### src/rtl/step_ctrl_pkg.sv
// Shared constants for the step controller: FSM state codes and frequency-select range.
package step_ctrl_pkg;

    typedef logic [1:0] state_t;

    localparam state_t ST_HALT = 2'd0;
    localparam state_t ST_RUN  = 2'd1;
    localparam state_t ST_STEP = 2'd2;

    localparam logic [2:0] FREQ_MAX = 3'd5;

endpackage

### src/rtl/step_ctrl_pb_pulse.sv
// Pushbutton conditioner: DB_LEN-sample debounce, then a one-cycle pulse on the debounced rising edge.
module pb_pulse
    import step_ctrl_pkg::*;
#(
    parameter int DB_LEN = 8
) (
    input  logic clk_i,
    input  logic rst_ni,
    input  logic btn_i,
    output logic pulse_o
);

    logic [DB_LEN-1:0] sh_q;
    logic              level_q;
    logic              level_d;
    logic              pulse_q;

    // Level only moves on a full window of agreeing samples; otherwise it holds.
    always_comb begin
        level_d = level_q;
        if (&sh_q) begin
            level_d = 1'b1;
        end else if (~|sh_q) begin
            level_d = 1'b0;
        end
    end

    always_ff @(posedge clk_i or negedge rst_ni) begin
        if (!rst_ni) begin
            sh_q    <= '0;
            level_q <= 1'b0;
            pulse_q <= 1'b0;
        end else begin
            sh_q    <= {sh_q[DB_LEN-2:0], btn_i};
            level_q <= level_d;
            pulse_q <= level_d & ~level_q;
        end
    end

    assign pulse_o = pulse_q;

endmodule

### src/rtl/step_ctrl.sv
// Run/halt/single-step controller turning the throttle's slow_clk into a CLK_50 tick enable.
// Define STEP_COUNT_EN to add the step_count port and its wrapping tick counter.
module step_ctrl
    import step_ctrl_pkg::*;
#(
    parameter int SYNC_STAGES = 2,
    parameter int DB_LEN      = 8
`ifdef STEP_COUNT_EN
    ,
    parameter int CNT_W       = 16
`endif
) (
    input  logic             CLK_50,
    input  logic             reset,
    input  logic             slow_clk,
    input  logic [2:0]       freq_num,
    input  logic             pb_run,
    input  logic             pb_step,
    input  logic             halt_req,
    output logic             tick,
    output logic             running,
    output logic [2:0]       freq_latched
`ifdef STEP_COUNT_EN
    ,
    output logic [CNT_W-1:0] step_count
`endif
);

    logic [SYNC_STAGES-1:0] sync_q;
    logic                   prev_q;
    logic                   sync_out;
    logic                   slow_edge;
    logic                   run_p;
    logic                   step_p;
    state_t                 state_q;
    state_t                 state_d;
    logic                   tick_q;
    logic                   tick_d;
    logic                   running_q;
    logic [2:0]             freq_q;

    pb_pulse #(.DB_LEN(DB_LEN)) u_run_pb (
        .clk_i   (CLK_50),
        .rst_ni  (reset),
        .btn_i   (pb_run),
        .pulse_o (run_p)
    );

    pb_pulse #(.DB_LEN(DB_LEN)) u_step_pb (
        .clk_i   (CLK_50),
        .rst_ni  (reset),
        .btn_i   (pb_step),
        .pulse_o (step_p)
    );

    assign sync_out  = sync_q[SYNC_STAGES-1];
    assign slow_edge = sync_out & ~prev_q;

    // Halt sources are checked before slow_edge so a stop request always suppresses that tick.
    always_comb begin
        state_d = state_q;
        tick_d  = 1'b0;
        case (state_q)
            ST_HALT: begin
                if (run_p) begin
                    state_d = ST_RUN;
                end else if (step_p) begin
                    state_d = ST_STEP;
                end
            end
            ST_RUN: begin
                if (halt_req || run_p) begin
                    state_d = ST_HALT;
                end else if (slow_edge) begin
                    tick_d = 1'b1;
                end
            end
            ST_STEP: begin
                if (halt_req) begin
                    state_d = ST_HALT;
                end else if (run_p) begin
                    state_d = ST_RUN;
                end else if (slow_edge) begin
                    tick_d  = 1'b1;
                    state_d = ST_HALT;
                end
            end
            default: state_d = ST_HALT;
        endcase
    end

    always_ff @(posedge CLK_50 or negedge reset) begin
        if (!reset) begin
            sync_q    <= '0;
            prev_q    <= 1'b0;
            state_q   <= ST_HALT;
            tick_q    <= 1'b0;
            running_q <= 1'b0;
            freq_q    <= '0;
        end else begin
            sync_q    <= {sync_q[SYNC_STAGES-2:0], slow_clk};
            prev_q    <= sync_out;
            state_q   <= state_d;
            tick_q    <= tick_d;
            running_q <= (state_d == ST_RUN);
            if (tick_d) begin
                freq_q <= freq_num;
            end
        end
    end

    assign tick         = tick_q;
    assign running      = running_q;
    assign freq_latched = freq_q;

`ifdef STEP_COUNT_EN
    logic [CNT_W-1:0] cnt_q;

    always_ff @(posedge CLK_50 or negedge reset) begin
        if (!reset) begin
            cnt_q <= '0;
        end else if (tick_d) begin
            cnt_q <= cnt_q + 1'b1;
        end
    end

    assign step_count = cnt_q;
`endif

endmodule

### config.mk
export PLATFORM = sky130hd
export DESIGN_NAME = step_ctrl
export DESIGN_NICKNAME = d
export VERILOG_FILES = /design/src/rtl/step_ctrl_pkg.sv /design/src/rtl/step_ctrl_pb_pulse.sv /design/src/rtl/step_ctrl.sv
export SDC_FILE = /design/constraint.sdc
export NUM_CORES = 1
export LEC_CHECK = 0
export BUFFER_PORTS_ARGS = -buffer_cell sky130_fd_sc_hd__buf_2
export CORE_MARGIN = 5
export CORE_UTILIZATION = 55
export DETAILED_ROUTE_END_ITERATION = 10
export PLACE_DENSITY = 0.84
export SYNTH_ARGS = -nofsm -noshare
export SYNTH_HDL_FRONTEND = slang
export SYNTH_HIERARCHICAL = 1
export SYNTH_SLANG_ARGS = --single-unit
### constraint.sdc
create_clock -name CLK_50 -period 2.4 [get_ports CLK_50]
set_input_delay 0.24 -clock CLK_50 [delete_from_list [all_inputs] [get_ports CLK_50]]
set_output_delay 0.24 -clock CLK_50 [all_outputs]
set_load 0.005 [all_outputs]
==> metrics.md <==
| Metric | Value |
|---|---|
| Share of cells above drive strength 1 | `0.316` |
| Top cells by area, synth | `dfrtp_1 71%, ha_1 4.7%, mux2_2 3.2%` |
| Die width | `about 54 um` |
| 1st-pass router iterations | `4` |
| Core ar. | `~1800 um2` |
| Reg-to-reg critical path endpoint | `freq_latched[1]` |
| Tcrit/Tclk final | `0.684` |
| Count of cell types in the netlist | `22` |
| Clock Skew | `approximately 8 ps` |
| Syn avg cell area | `approximately 15 um2` |
| Die Y-Extent | `53.9 um` |
| Initial antenna violation count | `0` |
| Final hold violations | `0` |
| FP Rows | `15` |
| First-pass GRT wire length | `approximately 2900 um` |
| Syn Nets | `85` |
| Yosys top cell area share | `0.707` |
| Number of global-route vias before repair | `between 600 and 700` |
| Max Transition Viols Final | `0` |
| Data arrival, critical path | `~1800 ps` |
| CP startpoint kind | `flop` |
| Crit-path max FO | `6` |
| Max_cap viols | `0` |
| Via count | `approximately 620` |
| Cell taking the most area after synthesis | `dfrtp_1` |
| CTS H-Tree Depth | `2` |
| Setup TNS | `0 ps` |
| Setup violators final | `0` |
| # DRC | `0` |
| Register area share after synthesis | `0.707` |
| Post-Synthesis Cell Area | `roughly 1100 um2` |
| Port bufs | `13` |
| WL final | `between 1500 and 2000 um` |
| Vias/cell | `5.16` |
| Dpl hpwl | `approximately 1200 um` |
| Async SR Flop Fraction | `1.00` |
| Maximum number of pins on one net before global-route repair | `31` |
| HP Start | `pb_step` |
| Worst r2r path cells | `5` |
| Tmin final | `1640 ps` |
| FF-to-FF setup slack | `760 ps` |
| Grt total ovfl | `0` |
| Ys flop type | `dfrtp_1` |
| Worst VDD drop | `between 0.0005 and 0.0006 V` |
| Worst skew pair latency | `310 ps` |
| Clock transition at path regs | `90 ps` |
| Number of synthesized flops with an enable pin | `0` |
| CTS tree | `built` |
| Slew HR | `0.585` |
| Hold Crit Class | `in2reg` |
| Initial Util | `0.596` |
| I/O Pins | `14` |
| RSZ-0062 raised after global routing | `no` |
| Post-route ant nets | `0` |
| Die ar. | `approximately 2900 um2` |
| Tot Pwr | `between 1 and 1.5 mW` |
| Post-synth top cells | `30 x dfrtp_1, 5 x inv_1, 4 x ha_1, 4 x nand4_1, 4 x o21ai_1` |
| CP endpoint kind | `flop` |
| Required @ worst endpoint | `approximately 2600 ps` |
| Status | `complete, no violations` |
| Root buf cell | `clkbuf_4` |
| Pwr Density | `approximately 980 nW/um2` |
| Worst-Margin Slew | `just over 600 ps` |
| Hold path cells | `1` |
| Synth Register Bits | `30` |
| DR iter-0 viols | `4` |
| Fmax | `roughly 610 MHz` |
| Start of the worst register-to-register path | `state_q[0]` |
| Final nets | `between 100 and 150` |
| Clk sinks | `30` |
| Crit Path Category | `reg2reg` |
| Wire per inst | `13.6 um` |
| Static leakage | `0.613 nW` |
| CTS Buffer Depth | `2` |
| Num CTS Buffers | `5` |
| Yosys warning total | `6` |
| Area added between synthesis and finish | `21.4%` |
| Sink of the worst hold path | `u_step_pb/sh_q[0]` |
| Hold Slack | `between 20 and 30 ps` |
| Placer Congestion | `~0.70` |
| Most common cell in the netlist | `dfrtp_1` |
| GRT Total Usage | `0.151` |
| # diodes | `0` |
| Mapped Cells | `slightly above 70` |
## kinds of logic after synthesis
kind of cell               share of synthesized area
adders and majority gates                     0.0471
AOI/OAI and AO/OA                             0.0589
muxes                                         0.0318
DFF                                            0.707
buffers and inverters                         0.0177
and+or+nand+nor                                0.138
## cell type report
cell class | count | area (um2)
flip-flops and latches | 30 | 751
inverters | 5 | 18.8
well taps | 25 | 31.3
clock inverters | 2 | 60.1
clock buffers | 6 | 51.3
repair buffers | 15 | 85.1
fillers | 123 | 493
multi-input cells | 37 | 293
## flip-flops by register name (all words and copies together), names as in the netlist
register,count
u_run_pb/sh_q,8
u_step_pb/sh_q,8
freq_latched,3
state_q,2
sync_q,2
prev_q,1
running,1
tick,1
u_run_pb/level_q,1
u_run_pb/pulse_o,1
u_step_pb/level_q,1
u_step_pb/pulse_o,1
## timing repair
item	4_1_cts	5_1_grt
buffers inserted	0	0
hold endpoints to repair	30	1
hold buffers	1	1
resized for setup	0	0
## worst max-delay path by stage
stage                     slack (ps)               to  cells after the start        from
after global placement           860  freq_latched[0]                      5  state_q[0]
after detailed placement         770  freq_latched[1]                      6  state_q[0]
after global routing             670  freq_latched[1]                      6  state_q[1]
final                            760  freq_latched[1]                      5  state_q[0]
after floorplan                  930  freq_latched[0]                      5  state_q[0]
after CTS                        750  freq_latched[1]                      5  state_q[0]
## layer usage
layer  vias to the layer above  routed length (um)  track usage
li1                        300                   -            -
met1                       308                 680        0.164
met2                         9                 863        0.244
met3                         2                  64       0.0582
met4                         0                  23        0.102
met5                         -                   0            0
## where the power goes
part / switching, mW / leakage, nW / total [mW] / internal, mW
Combinational: 0.0897 / 0.181 / 0.160 / 0.0704
Clock: 0.163 / 0.0585 / 0.516 / 0.353
Sequential: 0.0355 / 0.373 / 0.584 / 0.548
## layout by cell type (no fill, tap or decap), drive strengths merged
cell,instances
dfrtp,30
buf,13
clkbuf,6
inv,5
ha,4
nand4,4
o21ai,4
nor3,4
or4,4
mux2,3
nand2,3
a21oi,2
bufinv,2
dlygate4sd3,2
nor2,2
nand2b,1
and3b,1
a31oi,1
o311a,1
o211ai,1
or2,1
o2111ai,1
## stage by stage
step | instance area (um2) | setup slack (ps) | cells | utilization
final | 1290 | 759 | 120 | 0.724
after global routing | 1290 | 675 | 120 | 0.724
after CTS | 1280 | 746 | 119 | 0.718
after detailed placement | 1160 | 766 | 110 | 0.650
after global placement | 1160 | 860 | 110 | 0.650
after floorplan | 1060 | 933 | 72 | -
## critical path: stages, from the launching register on
cell	delay, ps
dfrtp_1	450
inv_1	100
ha_1	290
inv_1	60
nor3_4	260
mux2_2	370
No activity file was read; power rests on OpenSTA's default activity.
